## src/rtl/ctrl_decode_pipe.sv

```systemverilog
// ID-stage control decoder with load-use stall detection and a HALT drain FSM.
// The ID/EX control word is registered; stall_o is the only combinational output.
module ctrl_decode_pipe #(
  parameter int NB_OP      = 6,
  parameter int NB_FUNCT   = 6,
  parameter int NB_REG     = 5,
  parameter int N_REGDEST  = 2,
  parameter int HALT_DRAIN = 3
) (
  input  logic                 clock,
  input  logic                 reset,
  input  logic                 valid_i,
  input  logic [NB_OP-1:0]     opcode,
  input  logic [NB_FUNCT-1:0]  funct,
  input  logic [NB_REG-1:0]    rs,
  input  logic [NB_REG-1:0]    rt,
  input  logic                 ex_mem_read,
  input  logic [NB_REG-1:0]    ex_rt,
  input  logic                 flush_i,
  input  logic                 restart_i,
  output logic                 regWrite,
  output logic                 tipeI,
  output logic                 branch,
  output logic                 memWrite,
  output logic [N_REGDEST-1:0] regDest_signal,
  output logic [5:0]           mem_signals,
  output logic [2:0]           wb_signals,
  output logic [NB_OP-1:0]     opcode_o,
  output logic                 valid_o,
  output logic                 stall_o,
  output logic                 halted
);

  localparam logic [NB_OP-1:0]    OP_RTYPE = NB_OP'(6'b000000);
  localparam logic [NB_OP-1:0]    OP_ADDI  = NB_OP'(6'b001000);
  localparam logic [NB_OP-1:0]    OP_LW    = NB_OP'(6'b100011);
  localparam logic [NB_OP-1:0]    OP_LWU   = NB_OP'(6'b100111);
  localparam logic [NB_OP-1:0]    OP_LH    = NB_OP'(6'b100001);
  localparam logic [NB_OP-1:0]    OP_LB    = NB_OP'(6'b100000);
  localparam logic [NB_OP-1:0]    OP_SW    = NB_OP'(6'b101011);
  localparam logic [NB_OP-1:0]    OP_SH    = NB_OP'(6'b101001);
  localparam logic [NB_OP-1:0]    OP_SB    = NB_OP'(6'b101000);
  localparam logic [NB_OP-1:0]    OP_BEQ   = NB_OP'(6'b000100);
  localparam logic [NB_OP-1:0]    OP_BNE   = NB_OP'(6'b000101);
  localparam logic [NB_OP-1:0]    OP_NOP   = NB_OP'(6'b111110);
  localparam logic [NB_OP-1:0]    OP_HALT  = NB_OP'(6'b111111);
  localparam logic [NB_FUNCT-1:0] FN_JR    = NB_FUNCT'(6'b001000);
  localparam logic [NB_FUNCT-1:0] FN_JALR  = NB_FUNCT'(6'b001001);

  localparam logic [N_REGDEST-1:0] RD_RT = N_REGDEST'(2'b00);
  localparam logic [N_REGDEST-1:0] RD_RD = N_REGDEST'(2'b01);

  typedef enum logic [1:0] {S_RUN, S_DRAIN, S_HALTED} state_t;

  state_t     state, state_n;
  logic [3:0] cnt, cnt_n;
  logic       halted_n;

  logic                 d_reg_write, d_tipe_i, d_branch, d_mem_write, d_valid, d_uses_rt;
  logic [N_REGDEST-1:0] d_reg_dest;
  logic [5:0]           d_mem;
  logic [2:0]           d_wb;
  logic [NB_OP-1:0]     d_opcode;

  logic hazard, in_run, issue, halt_take;

  always_comb begin
    d_reg_write = 1'b0;
    d_tipe_i    = 1'b0;
    d_branch    = 1'b0;
    d_mem_write = 1'b0;
    d_reg_dest  = RD_RT;
    d_mem       = 6'b000000;
    d_wb        = 3'b000;
    d_valid     = 1'b1;
    d_opcode    = opcode;
    d_uses_rt   = 1'b0;
    case (opcode)
      OP_RTYPE: begin
        d_uses_rt = 1'b1;
        if (funct == FN_JR) begin
          d_branch = 1'b1;
        end else if (funct == FN_JALR) begin
          d_branch    = 1'b1;
          d_reg_write = 1'b1;
          d_reg_dest  = RD_RD;
          d_wb        = 3'b110;
        end else begin
          d_reg_write = 1'b1;
          d_reg_dest  = RD_RD;
          d_wb        = 3'b101;
        end
      end
      OP_ADDI: begin
        d_tipe_i    = 1'b1;
        d_reg_write = 1'b1;
        d_wb        = 3'b101;
      end
      OP_LW, OP_LWU, OP_LH, OP_LB: begin
        d_tipe_i    = 1'b1;
        d_reg_write = 1'b1;
        d_wb        = 3'b100;
        case (opcode)
          OP_LW:   d_mem = 6'b110100;
          OP_LWU:  d_mem = 6'b010100;
          OP_LH:   d_mem = 6'b110010;
          default: d_mem = 6'b110001;
        endcase
      end
      OP_SW, OP_SH, OP_SB: begin
        d_tipe_i    = 1'b1;
        d_mem_write = 1'b1;
        d_uses_rt   = 1'b1;
        case (opcode)
          OP_SW:   d_mem = 6'b001100;
          OP_SH:   d_mem = 6'b001010;
          default: d_mem = 6'b001001;
        endcase
      end
      OP_BEQ, OP_BNE: begin
        d_branch  = 1'b1;
        d_uses_rt = 1'b1;
      end
      OP_NOP: d_opcode = OP_NOP;
      // HALT and every unknown opcode register as a bubble
      default: begin
        d_valid  = 1'b0;
        d_opcode = OP_NOP;
      end
    endcase
  end

  assign in_run    = (state == S_RUN);
  assign hazard    = valid_i && ex_mem_read && (ex_rt != '0) &&
                     ((ex_rt == rs) || ((ex_rt == rt) && d_uses_rt));
  assign issue     = in_run && valid_i && !flush_i && !hazard;
  assign halt_take = issue && (opcode == OP_HALT);
  // A flush kills the instruction, so there is nothing left to stall for
  assign stall_o   = !reset && ((in_run && hazard && !flush_i) || (state == S_HALTED));

  always_comb begin
    state_n  = state;
    cnt_n    = cnt;
    halted_n = (state == S_HALTED) && !restart_i;
    case (state)
      S_RUN: begin
        if (halt_take) begin
          state_n = S_DRAIN;
          cnt_n   = 4'(HALT_DRAIN - 1);
        end
      end
      S_DRAIN: begin
        if (cnt == 4'd0) state_n = S_HALTED;
        else             cnt_n   = cnt - 4'd1;
      end
      S_HALTED: begin
        if (restart_i) state_n = S_RUN;
      end
      default: state_n = S_RUN;
    endcase
  end

  always_ff @(posedge clock or posedge reset) begin
    if (reset) begin
      state  <= S_RUN;
      cnt    <= 4'd0;
      halted <= 1'b0;
    end else begin
      state  <= state_n;
      cnt    <= cnt_n;
      halted <= halted_n;
    end
  end

  // ID -> ID/EX boundary
  always_ff @(posedge clock or posedge reset) begin
    if (reset) begin
      regWrite       <= 1'b0;
      tipeI          <= 1'b0;
      branch         <= 1'b0;
      memWrite       <= 1'b0;
      regDest_signal <= RD_RT;
      mem_signals    <= 6'b000000;
      wb_signals     <= 3'b000;
      opcode_o       <= OP_NOP;
      valid_o        <= 1'b0;
    end else if (issue) begin
      regWrite       <= d_reg_write;
      tipeI          <= d_tipe_i;
      branch         <= d_branch;
      memWrite       <= d_mem_write;
      regDest_signal <= d_reg_dest;
      mem_signals    <= d_mem;
      wb_signals     <= d_wb;
      opcode_o       <= d_opcode;
      valid_o        <= d_valid;
    end else begin
      regWrite       <= 1'b0;
      tipeI          <= 1'b0;
      branch         <= 1'b0;
      memWrite       <= 1'b0;
      regDest_signal <= RD_RT;
      mem_signals    <= 6'b000000;
      wb_signals     <= 3'b000;
      opcode_o       <= OP_NOP;
      valid_o        <= 1'b0;
    end
  end

endmodule

```

## config.mk

```make
export PLATFORM = sky130hd
export DESIGN_NAME = ctrl_decode_pipe
export DESIGN_NICKNAME = d
export VERILOG_FILES = /design/src/rtl/ctrl_decode_pipe.sv
export SDC_FILE = /design/constraint.sdc
export NUM_CORES = 1
export LEC_CHECK = 0
export ABC_AREA = 0
export CORE_ASPECT_RATIO = 0.6
export CORE_UTILIZATION = 45
export CTS_BUF_LIST = sky130_fd_sc_hd__clkbuf_8
export CTS_CLUSTER_SIZE = 25
export DETAILED_ROUTE_END_ITERATION = 8
export GPL_TIMING_DRIVEN = 0
export PLACE_DENSITY = 0.83
export SLEW_MARGIN = 30
export SYNTH_ARGS = -nofsm -noshare
export SYNTH_HDL_FRONTEND = slang
export SYNTH_SLANG_ARGS = --single-unit
```

## constraint.sdc

```tcl
create_clock -name clock -period 4 [get_ports clock]
set_clock_uncertainty 0.05 [all_clocks]
set_input_delay 1.2 -clock clock [delete_from_list [all_inputs] [get_ports clock]]
set_output_delay 1.2 -clock clock [all_outputs]
set_load 0.01 [all_outputs]
```

==> run summary <==
Leakage - 0.915 nW
Ys Warns - 0
Core Region - 2980 um^2
Design Area, Final - 2210 um^2
Sequential area share after synthesis - 48.4%
Post-synth EDFFs - 0
Achievable Freq - 249 MHz
Commonest non-fill, non-tap cells in the layout - 44 x clkdlybuf4s50_1, 23 x dfrtp_1, 15 x nor2_1
Switching Share - 25.8%
Hpwl dp - 2.84 mm
Latest clock arrival within the worst-skew pair - 270 ps
Async SR Flop Fraction - 100%
Final Cycle Share - 100%
Internal power - 0.511 mW
Die area - 3480 um^2
PwrDens - 312 nW/um^2
Unique masters post-synth - 45
Max transition margin - 62.1%
Port bufs - 53
Commonest non-fill, non-tap cell in the layout - clkdlybuf4s50_1
Via count - 1380
Total Routed Length - 3.78 mm
GR Util met3 - 5.47%
Area growth syn-to-layout - 51.3%
MaxCap Viol Count - 0
Final setup violation count - 1
Fin. max-slew vios - 0
Post-synthesis cell count - 148
Drt initial violations - 110
Final ANT Viol Nets - 0
Initial Utilization - 48.9%
Met1 GRT Util - 28.6%
# diodes - 0
Vias in the first global route - 1278
Post-CTS Hold Buffers - 0
Setup crit start kind - input port
GRT Util Overall - 22.9%
Clock power share - 31.8%
Final setup TNS - -16.3 ps
Pin count of the biggest net entering global routing - 29
First-pass GRT wire length - 5.82 mm
TritonRoute pass-1 iters - 4
# H-tree levels - 1
Outcome - finished, violations left
Fin crit period - 4020 ps
Clk slew on worst S/H paths - 100 ps
# nets final - 248
Crit path max fanout - 2
Worst min path class - reg -> reg
Syn Std Cell Area - 1460 um^2
RSZ-0062 raised after global routing - yes
Setup crit end kind - output port
Die H - 46.1 um
CTS tree - yes
GRT met2 Usage - 40.2%
Row cnt - 15
Chip width - 75.5 um
CTS Sinks - 28
DRC - 0
Worst-margin pin slew - 568 ps
Yosys reg bits - 28
Worst hold slack - 509 ps
Synthesized Nets - 182
Worst path arrival time - 2770 ps
WL/cell - 14.8 um
Hold Vio Cnt, Final - 0
Failing checks - setup timing
GR Overflow Total - 0
Crit path required time - 2750 ps
Main synth FF type - dfrtp_1
Most Used Layer, Global Route - met2
NetSw - 0.178 mW
Root buffer cell - clkbuf_8
Via-per-instance ratio - 5.41
Maximum clock insertion buffer count - 2
Final WS setup - -16.3 ps
CP Class - in -> out
Initial antenna violation count - 0
Share of layout cells above drive strength 1 - 18.8%
Syn Area/Cell - 9.87 um^2
Cts bufs inserted - 3
Placed inst area - 2040 um^2
Seq pwr share - 45.5%
Worst vdd ir - 152 uV
Setup WS pre-CTS - -911 ps
Combinational power share - 22.6%
RePlAce Congestion - 0.948
Io pins - 57
==> state kept, by name (all words and copies together), names as in the netlist <==
signal	cells
branch	1
cnt	4
halted	1
memWrite	1
mem_signals	6
opcode_o	6
regDest_signal	1
regWrite	1
state	2
tipeI	1
valid_o	1
wb_signals	3
==> worst max-delay path, cell delays in order <==
cell,delay (ps)
buf_6,90
or2_1,230
or3_1,300
a2111o_1,470
a2111oi_4,290
buf_2,180
==> cell usage after synthesis, types with 2 or more instances <==
master	n	area [um^2]
nand2b_1	3	18.8
a31o_2	2	17.5
o2111ai_1	2	17.5
nor3b_1	2	15.0
a22o_1	2	17.5
nor2_1	16	60.1
or4_1	2	15.0
nor2b_1	3	18.8
inv_1	7	26.3
nand3_1	6	30.0
nand3b_1	3	22.5
clkbuf_1	4	15.0
a21oi_1	5	25.0
buf_4	2	15.0
nand2_1	11	41.3
xor2_1	2	17.5
dfrtp_1	23	576
nor3_1	10	50.1
o21ai_0	5	25.0
nor4b_1	2	17.5
xnor2_1	8	70.1
dfstp_2	5	131
==> power groups by stage <==
stage	registers, mW	logic [mW]	clock network [mW]
4_1_cts	0.313	0.150	0.221
3_5_place_dp	0.318	0.145	0
5_1_grt	0.316	0.169	0.232
2_1_floorplan	0.316	0.0826	0
3_3_place_gp	0.316	0.138	0
6_report	0.314	0.156	0.219
==> through the flow <==
step | cells | utilization, % | total power [mW]
2_1_floorplan | 148 | - | 0.398
3_3_place_gp | 243 | 68.5 | 0.453
3_5_place_dp | 243 | 68.5 | 0.463
4_1_cts | 252 | 72.8 | 0.684
5_1_grt | 255 | 74.0 | 0.716
6_report | 255 | 74.0 | 0.689
==> area by class of cell <==
cell class	count	area (um^2)
well taps	42	52.6
plain buffers	8	62.6
clock buffers	3	41.3
flip-flops and latches	28	707
repair buffers	61	574
multi-input cells	105	716
clock inverters	1	30.0
fillers	207	774
inverters	7	26.3
==> path summary, 6_finish.rpt <==
check,startpoint,slack (ps),to,cells past startpoint
min in group asynchronous,reset,1320,halted,2
worst min register to register,cnt[1],510,cnt[1],1
worst min-delay path,cnt[1],510,cnt[1],1
worst max-delay path,opcode[3],-20,stall_o,6
worst max register to register,state[0],2250,opcode_o[4],5
max in group asynchronous,reset,2190,opcode_o[1],2
==> cell families after synthesis <==
| kind of cell | Yosys count | share of synthesized area (%) |
|---|---|---|
| buffers and inverters | 15 | 4.97 |
| adder cells (fa/ha/maj) | 1 | 0.857 |
| XOR/XNOR | 10 | 6.00 |
| multiplexers | 1 | 0.771 |
| flip-flops | 28 | 48.4 |
| other | 1 | 0.257 |
| AND/OR/NAND/NOR | 67 | 24.8 |
| AO/OA/AOI/OAI | 25 | 14.0 |
==> timing repair <==
| item | CTS | global route |
|---|---|---|
| pin swaps | 5 | 5 |
| setup endpoints to repair | 1 | 1 |
| setup buffers | 5 | 3 |
| resized for setup | 28 | 6 |
==> routing by layer <==
layer  routed length (um)  vias up
met5                    0        -
met4                   66        0
met3                  295       10
met2                 1830       85
met1                 1590      636
li1                     -      649
(Power assumes the default switching activity.)
